File: src/rtl/unidade_load_store.sv
// Load/store unit: captures a request from the control unit, checks
// alignment and legality, runs one memory handshake with a timeout, and
// returns an extended load result. Memory is a 64-bit doubleword port
// with byte strobes.
module unidade_load_store #(
    parameter int MAX_WAIT = 15
) (
    input  logic        clk,
    input  logic        reset,
    input  logic        start,
    input  logic        we,
    input  logic [2:0]  funct3,
    input  logic [63:0] addr,
    input  logic [63:0] wdata,
    output logic        busy,
    output logic        done,
    output logic [63:0] rdata,
    output logic        erro_alinh,
    output logic        erro_timeout,
    output logic        mem_req,
    output logic        mem_we,
    output logic [63:0] mem_addr,
    output logic [63:0] mem_wdata,
    output logic [7:0]  mem_wstrb,
    input  logic        mem_ack,
    input  logic [63:0] mem_rdata
);

    // state   | meaning
    // IDLE    | waiting for start
    // ACESSO  | mem_req held, waiting for mem_ack or timeout
    // CONCLUI | one-cycle done pulse, results valid
    typedef enum logic [1:0] {
        IDLE    = 2'd0,
        ACESSO  = 2'd1,
        CONCLUI = 2'd2
    } estado_t;

    localparam logic [7:0] LIM_ESPERA = 8'(MAX_WAIT - 1);

    estado_t     estado_q, estado_d;
    logic        we_q, we_d;
    logic [2:0]  funct3_q, funct3_d;
    logic [63:0] addr_q, addr_d;
    logic [63:0] wdata_q, wdata_d;
    logic [7:0]  cnt_q, cnt_d;
    logic [63:0] rdata_q, rdata_d;
    logic        erro_alinh_q, erro_alinh_d;
    logic        erro_timeout_q, erro_timeout_d;

    logic [63:0] lido_desloc;
    logic [63:0] lido_ext;
    logic [7:0]  mascara;

    // Illegal encodings and offsets that are not a multiple of the access size
    function automatic logic acesso_invalido(input logic e_we, input logic [2:0] f3,
                                             input logic [2:0] off);
        logic inv;
        inv = 1'b0;
        if (f3 == 3'b111 || (e_we && f3[2]))
            inv = 1'b1;
        else begin
            case (f3[1:0])
                2'b00:   inv = 1'b0;
                2'b01:   inv = off[0];
                2'b10:   inv = |off[1:0];
                default: inv = |off;
            endcase
        end
        return inv;
    endfunction

    // Load lane extraction and sign/zero extension from the captured offset
    always_comb begin
        lido_desloc = mem_rdata >> {addr_q[2:0], 3'b000};
        case (funct3_q)
            3'b000:  lido_ext = {{56{lido_desloc[7]}},  lido_desloc[7:0]};
            3'b001:  lido_ext = {{48{lido_desloc[15]}}, lido_desloc[15:0]};
            3'b010:  lido_ext = {{32{lido_desloc[31]}}, lido_desloc[31:0]};
            3'b100:  lido_ext = {56'd0, lido_desloc[7:0]};
            3'b101:  lido_ext = {48'd0, lido_desloc[15:0]};
            3'b110:  lido_ext = {32'd0, lido_desloc[31:0]};
            default: lido_ext = lido_desloc;
        endcase
    end

    // Next-state, capture, wait counter and result/error registers
    always_comb begin
        estado_d       = estado_q;
        we_d           = we_q;
        funct3_d       = funct3_q;
        addr_d         = addr_q;
        wdata_d        = wdata_q;
        cnt_d          = cnt_q;
        rdata_d        = rdata_q;
        erro_alinh_d   = erro_alinh_q;
        erro_timeout_d = erro_timeout_q;
        case (estado_q)
            IDLE: begin
                if (start) begin
                    we_d           = we;
                    funct3_d       = funct3;
                    addr_d         = addr;
                    wdata_d        = wdata;
                    cnt_d          = 8'd0;
                    erro_timeout_d = 1'b0;
                    erro_alinh_d   = acesso_invalido(we, funct3, addr[2:0]);
                    estado_d       = erro_alinh_d ? CONCLUI : ACESSO;
                end
            end
            ACESSO: begin
                if (mem_ack) begin
                    if (!we_q)
                        rdata_d = lido_ext;
                    estado_d = CONCLUI;
                end else if (cnt_q == LIM_ESPERA) begin
                    erro_timeout_d = 1'b1;
                    estado_d       = CONCLUI;
                end else begin
                    cnt_d = cnt_q + 8'd1;
                end
            end
            CONCLUI: estado_d = IDLE;
            default: estado_d = IDLE;
        endcase
    end

    // State and data registers, asynchronously cleared
    always_ff @(posedge clk or negedge reset) begin
        if (!reset) begin
            estado_q       <= IDLE;
            we_q           <= 1'b0;
            funct3_q       <= 3'd0;
            addr_q         <= 64'd0;
            wdata_q        <= 64'd0;
            cnt_q          <= 8'd0;
            rdata_q        <= 64'd0;
            erro_alinh_q   <= 1'b0;
            erro_timeout_q <= 1'b0;
        end else begin
            estado_q       <= estado_d;
            we_q           <= we_d;
            funct3_q       <= funct3_d;
            addr_q         <= addr_d;
            wdata_q        <= wdata_d;
            cnt_q          <= cnt_d;
            rdata_q        <= rdata_d;
            erro_alinh_q   <= erro_alinh_d;
            erro_timeout_q <= erro_timeout_d;
        end
    end

    // Size mask for the store strobes
    always_comb begin
        case (funct3_q[1:0])
            2'b00:   mascara = 8'h01;
            2'b01:   mascara = 8'h03;
            2'b10:   mascara = 8'h0F;
            default: mascara = 8'hFF;
        endcase
    end

    // Memory port is driven only in ACESSO, so it is quiet at reset and in IDLE
    always_comb begin
        mem_req   = (estado_q == ACESSO);
        mem_we    = mem_req & we_q;
        mem_addr  = mem_req ? {addr_q[63:3], 3'b000} : 64'd0;
        mem_wdata = mem_we ? (wdata_q << {addr_q[2:0], 3'b000}) : 64'd0;
        mem_wstrb = mem_we ? 8'(mascara << addr_q[2:0]) : 8'd0;
    end

    assign busy         = (estado_q != IDLE);
    assign done         = (estado_q == CONCLUI);
    assign rdata        = rdata_q;
    assign erro_alinh   = erro_alinh_q;
    assign erro_timeout = erro_timeout_q;

endmodule

File: config.mk
export PLATFORM = sky130hd
export DESIGN_NAME = unidade_load_store
export DESIGN_NICKNAME = d
export VERILOG_FILES = /design/src/rtl/unidade_load_store.sv
export SDC_FILE = /design/constraint.sdc
export NUM_CORES = 1
export LEC_CHECK = 0
export CELL_PAD_IN_SITES_DETAIL_PLACEMENT = 1
export CELL_PAD_IN_SITES_GLOBAL_PLACEMENT = 1
export CORE_MARGIN = 2
export CORE_UTILIZATION = 30
export CTS_CLUSTER_DIAMETER = 60
export DETAILED_ROUTE_END_ITERATION = 10
export PLACE_DENSITY_LB_ADDON = 0.1
export SETUP_SLACK_MARGIN = 0.02
export SKIP_CTS_REPAIR_TIMING = 1
export SYNTH_ARGS = -nofsm -noshare
export SYNTH_HDL_FRONTEND = slang
export SYNTH_SLANG_ARGS = --single-unit
File: constraint.sdc
create_clock -name clk -period 2 [get_ports clk]
set_input_delay 0.3 -clock clk [delete_from_list [all_inputs] [get_ports clk]]
set_output_delay 0.3 -clock clk [all_outputs]
set_load 0.005 [all_outputs]
==> impl_metrics.ini <==
[floorplan]
die_y_um = 206
floorplan.rows = 73
initial_utilization_pct = 30.5
dieArea_sq_um = 42400
chipWidth_um = 206
ioPinCount = 406
coreArea_sq_um = 40000

[worst_hold_path]
hold_class = in -> async

[grt]
groute.usage.overall_pct = 24.1
busiest_layer = met2
use_met3_pct = 5.69
overflow = 0
antenna_found_initial = 5
grt_pass1_vias = 13200
grt_max_degree = 89
gr-usage-met2_pct = 37.9
met1_usage_pct = 33.2
grt_pass1_wl_um = 78800

[layout]
fin_nets = 2273
syn2layout_area_growth_pct = 72.7
drive_gt1_share_pct = 32.7
fill_cells = 4602
design_area_sq_um = 21100
final_cells = 2616

[clock_network]
cts_max_path_buffers = 3
cts_root_buf = clkbuf_16
clkLatencyLatePin_ns = 0.57
clkTransAtPathRegs_ns = 0.06
cts_tree = done
cts_buffers = 28
cts-htree-levels = 1
clkSinkCount = 208

[synthesis]
ys.flop_type = dfrtp_1
ys_types = 55
yosysWarnings = 0
ys_ff_latch = 208
netlist_instances = 1485
syn_avg_cell_area_sq_um = 8.23
ys_seq_area_share_pct = 42.6
syn-cell-area_sq_um = 12200
synth_edf_count = 0
synthArstFlopShare_pct = 100

[worst_setup_path]
cp_slowest_cell = dfrtp_4
cp.required_ns = 1.70
cp-start-kind = flop
crit_path_end_kind = primary output
cpPeakStageDelay_ns = 0.51
cp.arrival_ns = 2.41
critPathKind = reg -> out
crit_fanout = 6
crit_top_cell = buf_6
path_cells = buf_6 -> buf_6 -> clkbuf_16 -> mux2_4 -> o211ai_1 -> o21ai_1 -> buf_2

[placement]
dpl_cell_area_sq_um = 17800
routabilityCongestion = 0.860
io_buffer_count = 402
dpl.hpwl_um = 38900
dpl.cell_count = 2448

[sta]
fmax_mhz = 369
skew_ns = 0.0131
period_minus_slack_ns = 2.71
finalCritPeriodShare_pct = 136
worst_slack_ns = -0.710
tns_ns = -48.86
slew_headroom_pct = 65.5
finalMaxSlewViolations = 0
hold_viol = 0
setup_viol = 191
rsz0062_at_grt = yes
worst_pin_slew_ns = 0.518

[routing]
first_pass_iters = 5
dr.first_iter.drc_count = 560
wl_per_cell_um = 22.0
routed_wl_um = 57700
ant_nets = 0
via_count = 13300
avgViaCountPerCell = 5.09
drc = 0

[job]
drv_cap = 0

[power_and_ir_drop]
ir_worst_vdd_mv = 0.881
power_leakage_nw = 9.82
p_per_area_nw_per_um2 = 1580

[run_status]
status = finished, violations left
failed_checks = negative setup slack
[routing by layer]
layer,vias up,part of all wire (%),wire length [um]
met1,6653,43,25000
met5,-,0.078,45
met4,6,2.7,1540
met3,85,6.8,3940
met2,416,47,27200
li1,6157,-,-
[state kept, by name, indices dropped and copies added, names as in the netlist]
register	count
erro_timeout	1
wdata_q	64
estado_q	2
addr_q	64
funct3_q	3
cnt_q	8
erro_alinh	1
we_q	1
rdata	64
[worst max-delay path, delay by kind of cell (launching register included)]
kind / cells / cell delay (ns)
flops: 1 / 0.51
mux: 1 / 0.31
compound gates: 2 / 0.46
buf+inv: 4 / 0.57
[report_power, final]
group          internal (W)  switching, W
combinational        0.0102       0.00985
sequential          0.00623       0.00188
clock               0.00307       0.00203
total                0.0195        0.0138
[through the flow]
step / util, % / hold slack (ns) / total power, W / setup WS, ns
2_1_floorplan: - / 0.00441 / 0.0154 / 0.0242
3_3_place_gp: 44.5 / 0.201 / 0.0227 / -0.338
3_5_place_dp: 44.5 / 0.206 / 0.0231 / -0.363
4_1_cts: 46.8 / -0.392 / 0.0283 / -0.975
5_1_grt: 52.8 / 0.235 / 0.0352 / -0.744
6_report: 52.8 / 0.211 / 0.0333 / -0.710
[worst paths after layout]
check | from | to | slack, ns | cells past startpoint
max in group asynchronous | reset | addr_q[57]$_DFFE_PN0P_ | 1.14 | 3
min reg2reg | wdata_q[57]$_DFFE_PN0P_ | wdata_q[57]$_DFFE_PN0P_ | 0.47 | 2
min | reset | rdata[34]$_DFFE_PN0P_ | 0.21 | 2
max reg2reg | addr_q[1]$_DFFE_PN0P_ | rdata[13]$_DFFE_PN0P_ | -0.28 | 9
min in group clk | addr[20] | addr_q[20]$_DFFE_PN0P_ | 0.25 | 3
max | addr_q[1]$_DFFE_PN0P_ | mem_wdata[47] | -0.71 | 7
[Yosys cell counts (all sizes together), types with 2 or more instances]
cell,n,area [sq um]
a211o,17,149
a211oi,14,105
a21o,6,45.0
a21oi,72,360
a22oi,3,22.5
a31oi,34,213
a32oi,11,96.3
and2,86,538
and4,2,17.5
buf,54,313
clkbuf,64,240
dfrtp,208,5200
ha,2,25.0
inv,6,22.5
mux2,24,270
mux2i,98,981
mux4,13,293
nand2,462,1730
nand2b,4,25.0
nand3,11,55.1
nand3b,3,22.5
nand4,3,18.8
nor2,134,505
nor2b,34,213
nor3,12,86.3
nor4,2,12.5
o211a,2,20.0
o211ai,11,82.6
o21a,4,30.0
o21ai,61,305
o22ai,2,12.5
o2bb2ai,5,43.8
or2,3,18.8
or3,3,18.8
xor2,4,35.0
[area by class of cell]
class	instances	area (sq um)	share of cell area (%)
flip-flops and latches	208	5220	24.7
diodes	2	5.00	0.0237
repair buffers	671	6700	31.7
multi-input cells	1155	7560	35.8
clock buffers	38	808	3.83
inverters	7	36.3	0.172
well taps	525	657	3.11
clock inverters	10	124	0.587
[cell families (layout without fill, tap and decap cells)]
family / Yosys count / in the layout / share of synthesized area (%)
other: 1 / 5 / 0.0307
multiplexers: 135 / 135 / 12.6
flip-flops: 208 / 208 / 42.6
adder cells (fa/ha/maj): 2 / 2 / 0.205
XOR/XNOR: 4 / 4 / 0.287
buffers and inverters: 125 / 726 / 4.74
AND/OR/NAND/NOR: 765 / 766 / 27.1
AO/OA/AOI/OAI: 245 / 245 / 12.4
[placed cells by master (no fill, tap or decap), drive strengths merged, types with 5 or more instances in the layout]
cell type	count
nand2	462
buf	347
clkdlybuf4s50	264
dfrtp	208
nor2	134
mux2i	98
clkbuf	90
and2	86
a21oi	72
o21ai	61
nor2b	34
a31oi	34
mux2	24
a211o	17
a211oi	14
mux4	13
nor3	12
o211ai	11
nand3	11
a32oi	11
dlymetal6s2s	7
inv	7
a21o	6
clkinv	6
o2bb2ai	5
Note: power is estimated with default switching activity, not from simulation.
